## src/rtl/monitor_multicanal.sv

```systemverilog
// monitor_multicanal
// Multi-channel position monitor. Each channel synchronises its raw position
// input, debounces it, detects debounced rising edges and fires a gatilho pulse
// of PULSE_W cycles followed by a HOLDOFF-cycle hold-off before re-arming.
// A combined trigger and a saturating count of fired pulses are also provided.

module monitor_multicanal #(
   parameter int N_CH     = 4,
   parameter int DEBOUNCE = 4,
   parameter int PULSE_W  = 2,
   parameter int HOLDOFF  = 8,
   parameter int COUNT_W  = 8
) (
   input  logic               clock,
   input  logic               reset,
   input  logic [N_CH-1:0]    enable,
   input  logic [N_CH-1:0]    position,
   input  logic               clear_count,
   output logic [N_CH-1:0]    gatilho,
   output logic               gatilho_any,
   output logic [N_CH-1:0]    armed,
   output logic [COUNT_W-1:0] trig_count
);

   localparam int DEB_W  = $clog2(DEBOUNCE + 1);
   localparam int PCNT_W = $clog2(PULSE_W + 1);
   localparam int HCNT_W = (HOLDOFF > 0) ? $clog2(HOLDOFF + 1) : 1;
   localparam int INC_W  = $clog2(N_CH + 1);
   localparam int SUM_W  = COUNT_W + INC_W;
   localparam logic [SUM_W-1:0] CNT_MAX = {{INC_W{1'b0}}, {COUNT_W{1'b1}}};

   typedef enum logic [1:0] {
      DISARMED = 2'd0,
      IDLE     = 2'd1,
      FIRE     = 2'd2,
      HOLD     = 2'd3
   } state_t;

   logic [N_CH-1:0]    fire_vec;
   logic [N_CH-1:0]    gat_next_vec;
   logic [INC_W-1:0]   fire_pop;
   logic [SUM_W-1:0]   count_sum;
   logic [COUNT_W-1:0] count_next;

   for (genvar i = 0; i < N_CH; i++) begin : g_ch
      logic              sync1;
      logic              pos_s;
      logic              deb_lvl;
      logic              deb_prev;
      logic [DEB_W-1:0]  deb_cnt;
      logic [PCNT_W-1:0] pcnt;
      logic [HCNT_W-1:0] hcnt;
      logic              gat_r;
      logic              armed_r;
      logic              rise;
      logic              pulse_last;
      logic              fire_start;
      logic              gat_next;
      state_t            state;

      // Two-flop synchroniser bringing the asynchronous position into the clock domain
      always_ff @(posedge clock or negedge reset) begin
         if (!reset) begin
            sync1 <= 1'b0;
            pos_s <= 1'b0;
         end else begin
            sync1 <= position[i];
            pos_s <= sync1;
         end
      end

      // Debounce: accept a new level only after DEBOUNCE consecutive differing samples
      always_ff @(posedge clock or negedge reset) begin
         if (!reset) begin
            deb_lvl  <= 1'b0;
            deb_prev <= 1'b0;
            deb_cnt  <= '0;
         end else begin
            deb_prev <= deb_lvl;
            if (pos_s != deb_lvl) begin
               if (deb_cnt == DEB_W'(DEBOUNCE - 1)) begin
                  deb_lvl <= pos_s;
                  deb_cnt <= '0;
               end else begin
                  deb_cnt <= deb_cnt + 1'b1;
               end
            end else begin
               deb_cnt <= '0;
            end
         end
      end

      assign rise       = deb_lvl & ~deb_prev;
      assign pulse_last = (pcnt == PCNT_W'(PULSE_W - 1));
      assign fire_start = (state == IDLE) && enable[i] && rise;
      assign gat_next   = enable[i] && (fire_start || ((state == FIRE) && !pulse_last));

      // Channel FSM: arm, fire a fixed-width pulse, hold off, re-arm; enable low always disarms
      always_ff @(posedge clock or negedge reset) begin
         if (!reset) begin
            state   <= DISARMED;
            pcnt    <= '0;
            hcnt    <= '0;
            gat_r   <= 1'b0;
            armed_r <= 1'b0;
         end else begin
            gat_r   <= gat_next;
            armed_r <= 1'b0;
            if (!enable[i]) begin
               state <= DISARMED;
            end else begin
               case (state)
                  DISARMED: begin
                     state   <= IDLE;
                     armed_r <= 1'b1;
                  end
                  IDLE: begin
                     if (rise) begin
                        state <= FIRE;
                        pcnt  <= '0;
                     end else begin
                        armed_r <= 1'b1;
                     end
                  end
                  FIRE: begin
                     if (pulse_last) begin
                        if (HOLDOFF == 0) begin
                           state   <= IDLE;
                           armed_r <= 1'b1;
                        end else begin
                           state <= HOLD;
                           hcnt  <= '0;
                        end
                     end else begin
                        pcnt <= pcnt + 1'b1;
                     end
                  end
                  HOLD: begin
                     if (hcnt == HCNT_W'(HOLDOFF - 1)) begin
                        state   <= IDLE;
                        armed_r <= 1'b1;
                     end else begin
                        hcnt <= hcnt + 1'b1;
                     end
                  end
                  default: begin
                     state <= DISARMED;
                  end
               endcase
            end
         end
      end

      assign fire_vec[i]     = fire_start;
      assign gat_next_vec[i] = gat_next;
      assign gatilho[i]      = gat_r;
      assign armed[i]        = armed_r;
   end

   // Number of channels starting a pulse this cycle, added to the count with saturation
   always_comb begin
      fire_pop = '0;
      for (int k = 0; k < N_CH; k++) begin
         fire_pop = fire_pop + INC_W'(fire_vec[k]);
      end
      count_sum  = SUM_W'(trig_count) + SUM_W'(fire_pop);
      count_next = (count_sum > CNT_MAX) ? {COUNT_W{1'b1}} : count_sum[COUNT_W-1:0];
   end

   // Saturating trigger counter; a clear wins over pulses fired on the same edge
   always_ff @(posedge clock or negedge reset) begin
      if (!reset) begin
         trig_count <= '0;
      end else if (clear_count) begin
         trig_count <= '0;
      end else begin
         trig_count <= count_next;
      end
   end

   // Combined trigger registered from the same next values as the per-channel pulses
   always_ff @(posedge clock or negedge reset) begin
      if (!reset) begin
         gatilho_any <= 1'b0;
      end else begin
         gatilho_any <= |gat_next_vec;
      end
   end

endmodule
```

## config.mk

```make
export PLATFORM = sky130hd
export DESIGN_NAME = monitor_multicanal
export DESIGN_NICKNAME = d
export VERILOG_FILES = /design/src/rtl/monitor_multicanal.sv
export SDC_FILE = /design/constraint.sdc
export NUM_CORES = 1
export LEC_CHECK = 0
export ABC_AREA = 1
export ABC_CLOCK_PERIOD_IN_PS = 3300
export BUFFER_PORTS_ARGS = -buffer_cell sky130_fd_sc_hd__buf_2
export CORE_MARGIN = 10
export CORE_UTILIZATION = 40
export DETAILED_ROUTE_END_ITERATION = 8
export PLACE_DENSITY_LB_ADDON = 0.08
export SLEW_MARGIN = 40
export SYNTH_ARGS = -nofsm -noshare
export SYNTH_HDL_FRONTEND = slang
export SYNTH_SLANG_ARGS = --single-unit
```

## constraint.sdc

```tcl
create_clock -name clock -period 3.3 [get_ports clock]
set_input_delay 0.495 -clock clock [delete_from_list [all_inputs] [get_ports clock]]
set_output_delay 0.495 -clock clock [all_outputs]
set_load 0.01 [all_outputs]
```

==> results.py <==
metrics = {
    "clock_tree": {
        "hold_buffers": 0,
        "clock_latency_ps": 350,
        "cts.clk_slew.worst_paths_ps": 80,
        "htreeDepth": 3,
        "cts_tree": "done",
        "cts_setup_buffers": 0,
        "cts_resized": 0,
        "cts_buffers": 9,
        "ctsRootBufferMaster": "clkbuf_8",
        "numClockSinks": 77,
        "clockBufferDepth": 2,
    },
    "sta": {
        "max_freq_mhz": 348,
        "finalCritPeriodShare": 0.870,
        "min_period_ps": 2870,
        "tightest_slew_ps": 710,
        "hold_viol_final": 0,
        "maxSlewHeadroom": 0.527,
        "setup_ws_ps": 427,
        "finalSetupViolCount": 0,
        "slew_viol_final": 0,
        "rsz0062_at_grt": "no",
        "tns_ps": 0,
        "skew_ps": 11.2,
    },
    "setup_path": {
        "setup.worst_path.class": "reg2reg",
        "cp-end-kind": "flip-flop",
        "cp_cell_sequence": "inv_1 -> ha_1 -> nand4_1 -> fa_1 -> fa_1 -> inv_1 -> fa_1 -> nand2_2 -> nor2_4 -> nand3_4 -> a31oi_2",
        "cp.arrival_ps": 3140,
        "cpMostUsedCell": "fa_1",
        "cp-start-kind": "flip-flop",
        "slowest_stage": "fa_1",
        "crit_required_ps": 3570,
        "path_buf_inv": 2,
        "crit_family": "adder cells",
        "cp_slowest_stage_delay_ps": 540,
        "crit_path_max_fanout": 6,
    },
    "yosys": {
        "ys.flop_type": "dfrtp_1",
        "syn-instance-count": 441,
        "synth.most_common_cell": "nand2_1",
        "synthArstFlopShare": 1.00,
        "synth-simple-area-share": 0.229,
        "synth_xor_area_frac": 0.0266,
        "synth_nets": 484,
        "synth_top_family_by_area": "simple AND/OR/NAND/NOR gates",
        "yosys_warnings": 0,
        "synth-seq-cells": 77,
        "synth_compound_area_frac": 0.0590,
        "ys_top_cells_by_area": "dfrtp_1, nand2_1, ha_1, inv_1, nand3_1",
        "synthAdderAreaFrac": 0.107,
        "synth_edf_count": 0,
        "synth.largest_area_cell": "dfrtp_1",
        "synth.avg_cell_area_um2": 8.95,
        "synthDistinctLibCells": 30,
        "synth_top_area_frac": 0.488,
        "synth_common_cells": "nand2_1, dfrtp_1, inv_1",
        "synth.area.mux_share": 0.00856,
        "syn_area_mm2": 0.00395,
        "synth-seq-area-share": 0.488,
    },
    "layout": {
        "antennaDiodeCount": 0,
        "nets": 510,
        "drive_above_1_share": 0.125,
        "syn2layout_area_growth_pct": 10.5,
    },
    "power": {
        "pwr-share-comb": 0.297,
        "clockPowerShare": 0.242,
        "ir_drop_uv": 284,
        "seqPwrFrac": 0.461,
        "internal-power_mw": 1.89,
        "power_leakage_nw": 2.17,
        "switchingPower_mw": 1.05,
        "switching_share": 0.357,
        "cellPowerDensity_mw_per_mm2": 675,
    },
    "drt": {
        "first_pass_iters": 4,
        "via_per_inst": 4.54,
        "avgRoutedWirePerCell_um": 11.6,
        "via_count": 2746,
        "drt_iter0_markers": 87,
        "drt-total-wl_mm": 7.04,
        "route.detailed.drc": 0,
        "ant_nets": 0,
    },
    "global_route": {
        "grt_max_degree": 78,
        "grt_pass1_vias": 2638,
        "grt_first_pass_wirelength_mm": 12.7,
        "antenna_found_initial": 0,
        "grt_util_all_layers": 0.107,
        "overflow": 0,
    },
    "floorplanning": {
        "die_w_um": 119,
        "dieArea_mm2": 0.0142,
        "start_util": 0.407,
        "fp.dieH_um": 119,
        "core_mm2": 0.00968,
        "rows": 36,
        "io_pins": 28,
    },
    "placed_design": {
        "pre_cts_ws_ps": 433,
        "portBuffers": 27,
        "dp_hpwl_mm": 5.06,
        "gp_congestion": 0.808,
    },
    "hold_path": {
        "hold_class": "in2async",
    },
    "job": {
        "maxCapViolations": 0,
    },
    "status": {
        "status": "finished, final reports clean",
    },
}
[layout make-up]
class	count	area (um2)
clock inverters	4	47.5
well taps	133	166
multi-input cells	290	1700
clock buffers	12	145
inverters	62	233
flip-flops and latches	77	1930
repair buffers	27	141
fillers	960	5330
[flip-flops by register name, summed over array words and instances (netlist names), 4 cells and up]
register / count
g_ch.gat_r: 4
g_ch.deb_cnt: 12
g_ch.sync1: 4
g_ch.armed_r: 4
g_ch.deb_lvl: 4
g_ch.pcnt: 8
g_ch.deb_prev: 4
g_ch.pos_s: 4
g_ch.state: 8
g_ch.hcnt: 16
trig_count: 8
[placed cells by master (no fill, tap or decap), drive strengths merged, types with 5 or more instances in the layout]
master  instances
a21oi           9
a31oi           5
buf            27
clkbuf         12
dfrtp          77
ha             29
inv            61
nand2         110
nand3          38
nand4          12
nor2           22
nor3            7
o21ai          30
or2             7
xnor2           6
xor2            6
[stage by stage]
stage	hold WS, ps	std cells	instance area [um2]	utilization	power, mW
after detailed placement	336	589	4170	0.430	2.26
after global placement	336	589	4160	0.430	2.24
after CTS	194	605	4360	0.450	3.00
final	151	605	4360	0.450	2.94
after global routing	228	605	4360	0.450	3.22
after floorplan	199	441	3950	-	2.04
[power groups by stage]
| stage | sequential [mW] | clock (mW) | combinational, mW |
|---|---|---|---|
| 2_1_floorplan | 1.34 | 0 | 0.703 |
| 6_report | 1.36 | 0.713 | 0.872 |
| 3_3_place_gp | 1.37 | 0 | 0.872 |
| 3_5_place_dp | 1.38 | 0 | 0.888 |
| 5_1_grt | 1.40 | 0.785 | 1.04 |
| 4_1_cts | 1.36 | 0.744 | 0.893 |
[routing by layer]
| metal | vias to the layer above | track usage | share of wire |
|---|---|---|---|
| met3 | 11 | 0.0279 | 0.039 |
| met4 | 0 | 0.0543 | 0.021 |
| met2 | 37 | 0.153 | 0.41 |
| li1 | 1459 | - | - |
| met5 | - | 0 | 0 |
| met1 | 1239 | 0.147 | 0.53 |
[cells by family (layout without fill, tap and decap cells)]
logic type,count (synthesis),in the layout
DFF,77,77
adders and majority gates,32,32
buffers and inverters,74,105
muxes,3,3
and+or+nand+nor,199,199
AOI/OAI and AO/OA,44,44
xor gates and xnor gates,12,12
[worst register-to-register path, cell delays in order, from the launching register on]
cell and delay (ps):
dfrtp_1 420, inv_1 110, ha_1 220, nand4_1 180, fa_1 540, fa_1 420
inv_1 110, fa_1 240, nand2_2 90, nor2_4 160, nand3_4 130, a31oi_2 170
[worst paths after layout]
check / from / to / slack (ps) / cells after the start
setup / recovery: g_ch[0].state[1]$_DFFE_PN0P_ / trig_count[3]$_DFF_PN0_ / 430 / 11
hold / removal: reset / g_ch[0].pcnt[1]$_DFFE_PN0P_ / 150 / 1
setup reg to reg: g_ch[0].state[1]$_DFFE_PN0P_ / trig_count[3]$_DFF_PN0_ / 430 / 11
hold reg to reg: g_ch[1].sync1$_DFF_PN0_ / g_ch[1].pos_s$_DFF_PN0_ / 350 / 0
max in group asynchronous: reset / trig_count[7]$_DFF_PN0_ / 2630 / 1
min in group clock: position[0] / g_ch[0].sync1$_DFF_PN0_ / 250 / 1
Note: power is estimated with default switching activity, not from simulation.
